===== src/rtl/psg_register_writer_if.sv =====
// Host-side bus of the PSG register writer: write byte, handshake and register bank outputs.
interface psg_register_writer_if;
  logic [7:0]  data_in;
  logic        wr;
  logic        overrun_clr;
  logic        ready;
  logic [15:0] attn;
  logic [29:0] tone_freq;
  logic [2:0]  noise_ctrl;
  logic        noise_reset;
  logic        overrun;

  modport master (
    output data_in, wr, overrun_clr,
    input  ready, attn, tone_freq, noise_ctrl, noise_reset, overrun
  );

  modport slave (
    input  data_in, wr, overrun_clr,
    output ready, attn, tone_freq, noise_ctrl, noise_reset, overrun
  );
endinterface


===== src/rtl/psg_register_writer.sv =====
// SN76489-style latch/data byte decoder, control register bank and READY handshake.
// Optional sticky overrun flag enabled by defining PSG_OVERRUN_FLAG_EN.
module psg_register_writer #(
  parameter int ATTENUATION_CONTROL_BITS = 4,
  parameter int FREQUENCY_COUNTER_BITS   = 10,
  parameter int NOISE_CONTROL_BITS       = 3,
  parameter int WRITE_CYCLES             = 32
) (
  input logic                clk,
  input logic                reset,
  psg_register_writer_if.slave bus
);

  localparam int CNT_W = $clog2(WRITE_CYCLES + 1);

  typedef enum logic {
    S_IDLE = 1'b0,
    S_BUSY = 1'b1
  } state_t;

  state_t     state_r;
  state_t     state_nxt_s;
  logic [CNT_W-1:0] cnt_r;
  logic       ready_s;
  logic       accept_s;

  logic [3:0][ATTENUATION_CONTROL_BITS-1:0] attn_r;
  logic [3:0][ATTENUATION_CONTROL_BITS-1:0] attn_nxt_s;
  logic [2:0][FREQUENCY_COUNTER_BITS-1:0]   tone_r;
  logic [2:0][FREQUENCY_COUNTER_BITS-1:0]   tone_nxt_s;
  logic [NOISE_CONTROL_BITS-1:0]            noise_r;
  logic [NOISE_CONTROL_BITS-1:0]            noise_nxt_s;
  logic [2:0]  latch_r;
  logic [2:0]  latch_nxt_s;
  logic [2:0]  target_s;
  logic        pulse_r;
  logic        pulse_nxt_s;

  assign accept_s = bus.wr && ready_s;

  // Handshake state register
  always_ff @(posedge clk or posedge reset) begin
    if (reset) begin
      state_r <= S_IDLE;
    end else begin
      state_r <= state_nxt_s;
    end
  end

  // Handshake next-state logic
  always_comb begin
    state_nxt_s = state_r;
    case (state_r)
      S_IDLE:  state_nxt_s = bus.wr ? S_BUSY : S_IDLE;
      S_BUSY:  state_nxt_s = (cnt_r == CNT_W'(0)) ? S_IDLE : S_BUSY;
      default: state_nxt_s = S_IDLE;
    endcase
  end

  // Handshake outputs decoded from the state flop, so ready rises with reset
  always_comb begin
    ready_s = 1'b0;
    case (state_r)
      S_IDLE:  ready_s = 1'b1;
      S_BUSY:  ready_s = 1'b0;
      default: ready_s = 1'b1;
    endcase
  end

  // Busy counter: ready stays low for WRITE_CYCLES clocks after an accept
  always_ff @(posedge clk or posedge reset) begin
    if (reset) begin
      cnt_r <= CNT_W'(0);
    end else if (accept_s) begin
      cnt_r <= CNT_W'(WRITE_CYCLES - 1);
    end else if ((state_r == S_BUSY) && (cnt_r != CNT_W'(0))) begin
      cnt_r <= cnt_r - CNT_W'(1);
    end else begin
      cnt_r <= cnt_r;
    end
  end

  // Byte decode: a latch byte selects its own target, a data byte reuses the latched one
  always_comb begin
    attn_nxt_s  = attn_r;
    tone_nxt_s  = tone_r;
    noise_nxt_s = noise_r;
    latch_nxt_s = latch_r;
    pulse_nxt_s = 1'b0;
    target_s    = bus.data_in[7] ? bus.data_in[6:4] : latch_r;
    if (accept_s) begin
      if (bus.data_in[7]) begin
        latch_nxt_s = bus.data_in[6:4];
      end else begin
        latch_nxt_s = latch_r;
      end
      if (target_s[0]) begin
        attn_nxt_s[target_s[2:1]] = bus.data_in[3:0];
      end else if (target_s[2:1] == 2'd3) begin
        noise_nxt_s = bus.data_in[2:0];
        pulse_nxt_s = 1'b1;
      end else begin
        for (int i = 0; i < 3; i++) begin
          tone_nxt_s[i] = (target_s[2:1] != 2'(i)) ? tone_r[i] :
                          bus.data_in[7] ? {tone_r[i][9:4], bus.data_in[3:0]} :
                                           {bus.data_in[5:0], tone_r[i][3:0]};
        end
      end
    end else begin
      pulse_nxt_s = 1'b0;
    end
  end

  // Register bank
  always_ff @(posedge clk or posedge reset) begin
    if (reset) begin
      attn_r  <= {4{4'hF}};
      tone_r  <= {3{10'h000}};
      noise_r <= 3'b000;
      latch_r <= 3'b000;
      pulse_r <= 1'b0;
    end else begin
      attn_r  <= attn_nxt_s;
      tone_r  <= tone_nxt_s;
      noise_r <= noise_nxt_s;
      latch_r <= latch_nxt_s;
      pulse_r <= pulse_nxt_s;
    end
  end

  assign bus.ready       = ready_s;
  assign bus.attn        = attn_r;
  assign bus.tone_freq   = tone_r;
  assign bus.noise_ctrl  = noise_r;
  assign bus.noise_reset = pulse_r;

`ifdef PSG_OVERRUN_FLAG_EN
  logic overrun_r;

  // Sticky overrun flag; a new dropped write beats a clear in the same cycle
  always_ff @(posedge clk or posedge reset) begin
    if (reset) begin
      overrun_r <= 1'b0;
    end else if (bus.wr && !ready_s) begin
      overrun_r <= 1'b1;
    end else if (bus.overrun_clr) begin
      overrun_r <= 1'b0;
    end else begin
      overrun_r <= overrun_r;
    end
  end

  assign bus.overrun = overrun_r;
`else
  logic unused_overrun_clr_s;
  assign unused_overrun_clr_s = bus.overrun_clr;
  assign bus.overrun          = 1'b0;
`endif

endmodule


===== src/flat_wrapper.sv =====
// flat-port wrapper written by rule: the top's interface ports become plain ports
module psg_register_writer_flat 
#(
  parameter int ATTENUATION_CONTROL_BITS = 4,
  parameter int FREQUENCY_COUNTER_BITS   = 10,
  parameter int NOISE_CONTROL_BITS       = 3,
  parameter int WRITE_CYCLES             = 32
)
  (clk, reset, bus_data_in, bus_wr, bus_overrun_clr, bus_ready, bus_attn, bus_tone_freq, bus_noise_ctrl, bus_noise_reset, bus_overrun);
  psg_register_writer_if bus_i ();
  input logic clk;
  input logic reset;
  input wire logic [$bits(bus_i.data_in)-1:0] bus_data_in;
  input wire logic [$bits(bus_i.wr)-1:0] bus_wr;
  input wire logic [$bits(bus_i.overrun_clr)-1:0] bus_overrun_clr;
  output wire logic [$bits(bus_i.ready)-1:0] bus_ready;
  output wire logic [$bits(bus_i.attn)-1:0] bus_attn;
  output wire logic [$bits(bus_i.tone_freq)-1:0] bus_tone_freq;
  output wire logic [$bits(bus_i.noise_ctrl)-1:0] bus_noise_ctrl;
  output wire logic [$bits(bus_i.noise_reset)-1:0] bus_noise_reset;
  output wire logic [$bits(bus_i.overrun)-1:0] bus_overrun;
  assign bus_i.data_in = bus_data_in;
  assign bus_i.wr = bus_wr;
  assign bus_i.overrun_clr = bus_overrun_clr;
  assign bus_ready = bus_i.ready;
  assign bus_attn = bus_i.attn;
  assign bus_tone_freq = bus_i.tone_freq;
  assign bus_noise_ctrl = bus_i.noise_ctrl;
  assign bus_noise_reset = bus_i.noise_reset;
  assign bus_overrun = bus_i.overrun;
  psg_register_writer #(.ATTENUATION_CONTROL_BITS(ATTENUATION_CONTROL_BITS), .FREQUENCY_COUNTER_BITS(FREQUENCY_COUNTER_BITS), .NOISE_CONTROL_BITS(NOISE_CONTROL_BITS), .WRITE_CYCLES(WRITE_CYCLES)) u_core (.clk(clk), .reset(reset), .bus(bus_i));
endmodule

===== config.mk =====
export PLATFORM = sky130hd
export DESIGN_NAME = psg_register_writer_flat
export DESIGN_NICKNAME = d
export VERILOG_FILES = /design/src/rtl/psg_register_writer_if.sv /design/src/rtl/psg_register_writer.sv /design/src/flat_wrapper.sv
export SDC_FILE = /design/constraint.sdc
export NUM_CORES = 1
export LEC_CHECK = 0
export ABC_AREA = 1
export ABC_CLOCK_PERIOD_IN_PS = 2100
export CORE_UTILIZATION = 49
export CTS_CLUSTER_SIZE = 24
export DETAILED_ROUTE_END_ITERATION = 8
export PLACE_DENSITY = 0.81
export REMOVE_ABC_BUFFERS = 1
export SLEW_MARGIN = 20
export SYNTH_ARGS = -nofsm -noshare
export SYNTH_HDL_FRONTEND = slang
export SYNTH_SLANG_ARGS = --single-unit

===== constraint.sdc =====
create_clock -name clk -period 2.1 [get_ports clk]
set_input_delay 0.21 -clock clk [delete_from_list [all_inputs] [get_ports clk]]
set_output_delay 0.21 -clock clk [all_outputs]
set_load 0.03 [all_outputs]

==> summary.md <==
| Metric | Value |
|---|---|
| Outcome | finished, final reports clean |
| CTS resizes | 0 |
| Gate power share | 36.5% |
| Final GP Congestion | 0.8152 |
| Combined area of all synthesized cells | 2629 um^2 |
| Grt ovf | 0 |
| CP endpoint kind | output pin |
| Cts-stage hold buffer count | 0 |
| CP Buf/Inv Count | 1 |
| Worst skew pair latency | 0.34 ns |
| Die width | 75.25 um |
| Row count | 26 |
| Distinct cell type count after synthesis | 25 |
| Final wirelength | 6037 um |
| Ant. Diodes | 0 |
| #FFs+latches synth | 60 |
| Clock network fraction of total power | 25.4% |
| Remaining DRCs | 0 |
| Peak Freq | 0.5725 GHz |
| Vert. Die Dim | 75.25 um |
| Post-CTS Setup Inserts | 0 |
| RSZ-0062 raised after global routing | false |
| Setup TNS | 0 ns |
| Most common cell after layout, fill and taps aside | nand2_1 |
| Crit-path slowest cell | clkdlybuf4s50_1 |
| Final Instance Count excl. Fillers | 437 |
| Dpl cells | 421 |
| Initial core utilization | 51.14% |
| Vias after detailed routing | 2257 |
| GRT Overall Usage | 23.38% |
| Num CTS Buffers | 9 |
| DIE AREA | 5662 um^2 |
| DR iter-0 viols | 140 |
| P_leak | 1.694 nW |
| Worst R2R Start | u_core.state_r |
| Critical path class | flop to output pin |
| Final core utilization | 68.82% |
| Critical Path Max Stage Delay | 0.67 ns |
| Final setup fails | 0 |
| IO Count | 64 |
| Reg power frac | 38.1% |
| Period minus WS final | 1.747 ns |
| Vias per inst | 5.165 |
| Max Fanout on Critical Path | 2 |
| Min Hold Slack | 0.2609 ns |
| Commonest non-fill, non-tap cells in the layout | nand2_1, clkdlybuf4s50_1, dfrtp_1, o21ai_0, inv_1 |
| Startpoint types | flop |
| Port Buf Inserts | 61 |
| PwrDens | 1261 nW/um^2 |
| Core area | 5140 um^2 |
| Post-DP HPWL | 4100 um |
| Internal power | 2.812 mW |
| Drt wl/cell | 13.81 um |
| Share of layout cells above drive strength 1 | 15.26% |
| Worst Setup SP | u_core.bus.attn[3] |
| Main area contributors after synthesis | dfrtp_1, dfstp_2, nand2_1, o21ai_0, o21ai_2 |
| Syn-to-layout area delta | 34.55% |
| Largest net degree at the start of global routing | 61 |
| First-pass GRT wire length | 9604 um |
| Max cap viols | 0 |
| Syn Inst Count | 294 |
| Worst hold path type | input pin to asynchronous set/reset pin |
| Pins Over Slew Limit | 0 |
| Initial antenna violation count | 0 |
| Nets | 376 |
| Reg clk slew, reported paths | 0.07 ns |
| Total design power | 4.462 mW |
| Top Family by Delay on Critical Path | buffers and inverters |
| Worst-path cell chain | clkdlybuf4s50_1 |
| Clock skew | 0.008425 ns |
| Syn avg cell area | 8.941 um^2 |
| CTS Buffer Depth | 2 |
| Switching Fraction | 36.96% |
| Clock Sinks | 60 |
| Area leader, netlist | dfrtp_1 |
| Vias in the first global route | 2064 |
| Psw | 1.649 mW |
| VDD IR max | 0.0008442 V |
| TritonRoute pass-1 iters | 4 |
| Root Buffer | clkbuf_8 |
| CTS H-tree depth | 3 |
| CP required | 1.89 ns |
| Seq/Total Area, Yosys | 57.88% |
| Count of final hold-check violations | 0 |
| Yosys warning count | 0 |
| CTS tree | built |
| Yosys top cell area share | 41.88% |
| Routed Antenna Nets | 0 |
| Critical path arrival | 1.54 ns |
| Final period util | 83.18% |
[state kept, by name (all words and copies together) (netlist names)]
name and cells:
u_core.latch_r 3, u_core.bus.noise_ctrl 3, u_core.state_r 1, u_core.bus.attn 16, u_core.bus.tone_freq 30, u_core.cnt_r 6
u_core.bus.noise_reset 1
[kinds of logic after synthesis]
kind of cell / count (synthesis) / share of synthesized area, %
fa+ha+maj: 2 / 0.9518
compound gates: 46 / 10.52
simple gates: 153 / 24.94
other cells: 1 / 0.1427
flops: 60 / 57.88
buf+inv: 32 / 5.568
[area by class of cell]
class / instances / area (um^2)
Fill cell: 449 / 1603
Sequential cell: 60 / 1521
Multi-Input combinational cell: 202 / 960.9
Timing Repair Buffer: 67 / 668.1
Clock buffer: 11 / 141.4
Tap cell: 70 / 87.58
Inverter: 22 / 82.58
Clock inverter: 5 / 75.07
[synth_stat cells (all sizes together)]
master  instances
a31oi           1
nand4          11
conb            1
dfstp          16
o21ai          44
inv            22
dfrtp          44
ha              2
a21oi           1
buf             7
nor3            3
nand3          12
nand2         112
nor2           15
clkbuf          3
[final timing paths]
kind                                           end  slack [ns]  depth (start not counted)
max in group asynchronous       u_core.bus.attn[1]        1.52                          3
max                                    bus_attn[3]        0.35                          1
min in group clk                u_core.bus.attn[2]        0.46                          2
min reg2reg                     u_core.bus.attn[2]        0.46                          2
min                                u_core.cnt_r[3]        0.26                          3
max reg2reg                u_core.bus.tone_freq[6]        0.59                          6
[routing by layer]
metal | wire length (um) | vias to the layer above | GRT usage (%)
met5 | 0 | - | 0
met4 | 102 | 0 | 9.053
met3 | 296 | 11 | 5.221
met2 | 2909 | 75 | 38.14
met1 | 2729 | 1083 | 30.71
li1 | - | 1088 | -
[tightest hold or removal path, delay by kind of cell]
kind / cells / cell delay [ns]
buf+inv: 3 / 0.77
[power groups by stage]
stage / combinational (mW) / sequential, mW / clock [mW]
4_1_cts: 1.64 / 1.70 / 1.15
2_1_floorplan: 0.615 / 2.08 / 0
3_5_place_dp: 1.62 / 1.71 / 0
3_3_place_gp: 1.58 / 1.70 / 0
5_1_grt: 1.78 / 1.73 / 1.20
6_report: 1.63 / 1.70 / 1.13
[stage by stage]
stage                     instance area (um^2)  setup slack (ns)
after floorplan                           2565            0.4318
after global placement                    3321            0.2258
after detailed placement                  3321            0.1691
after CTS                                 3537            0.3407
after global routing                      3537            0.3045
final                                     3537            0.3531
Note: power is estimated with default switching activity, not from simulation.
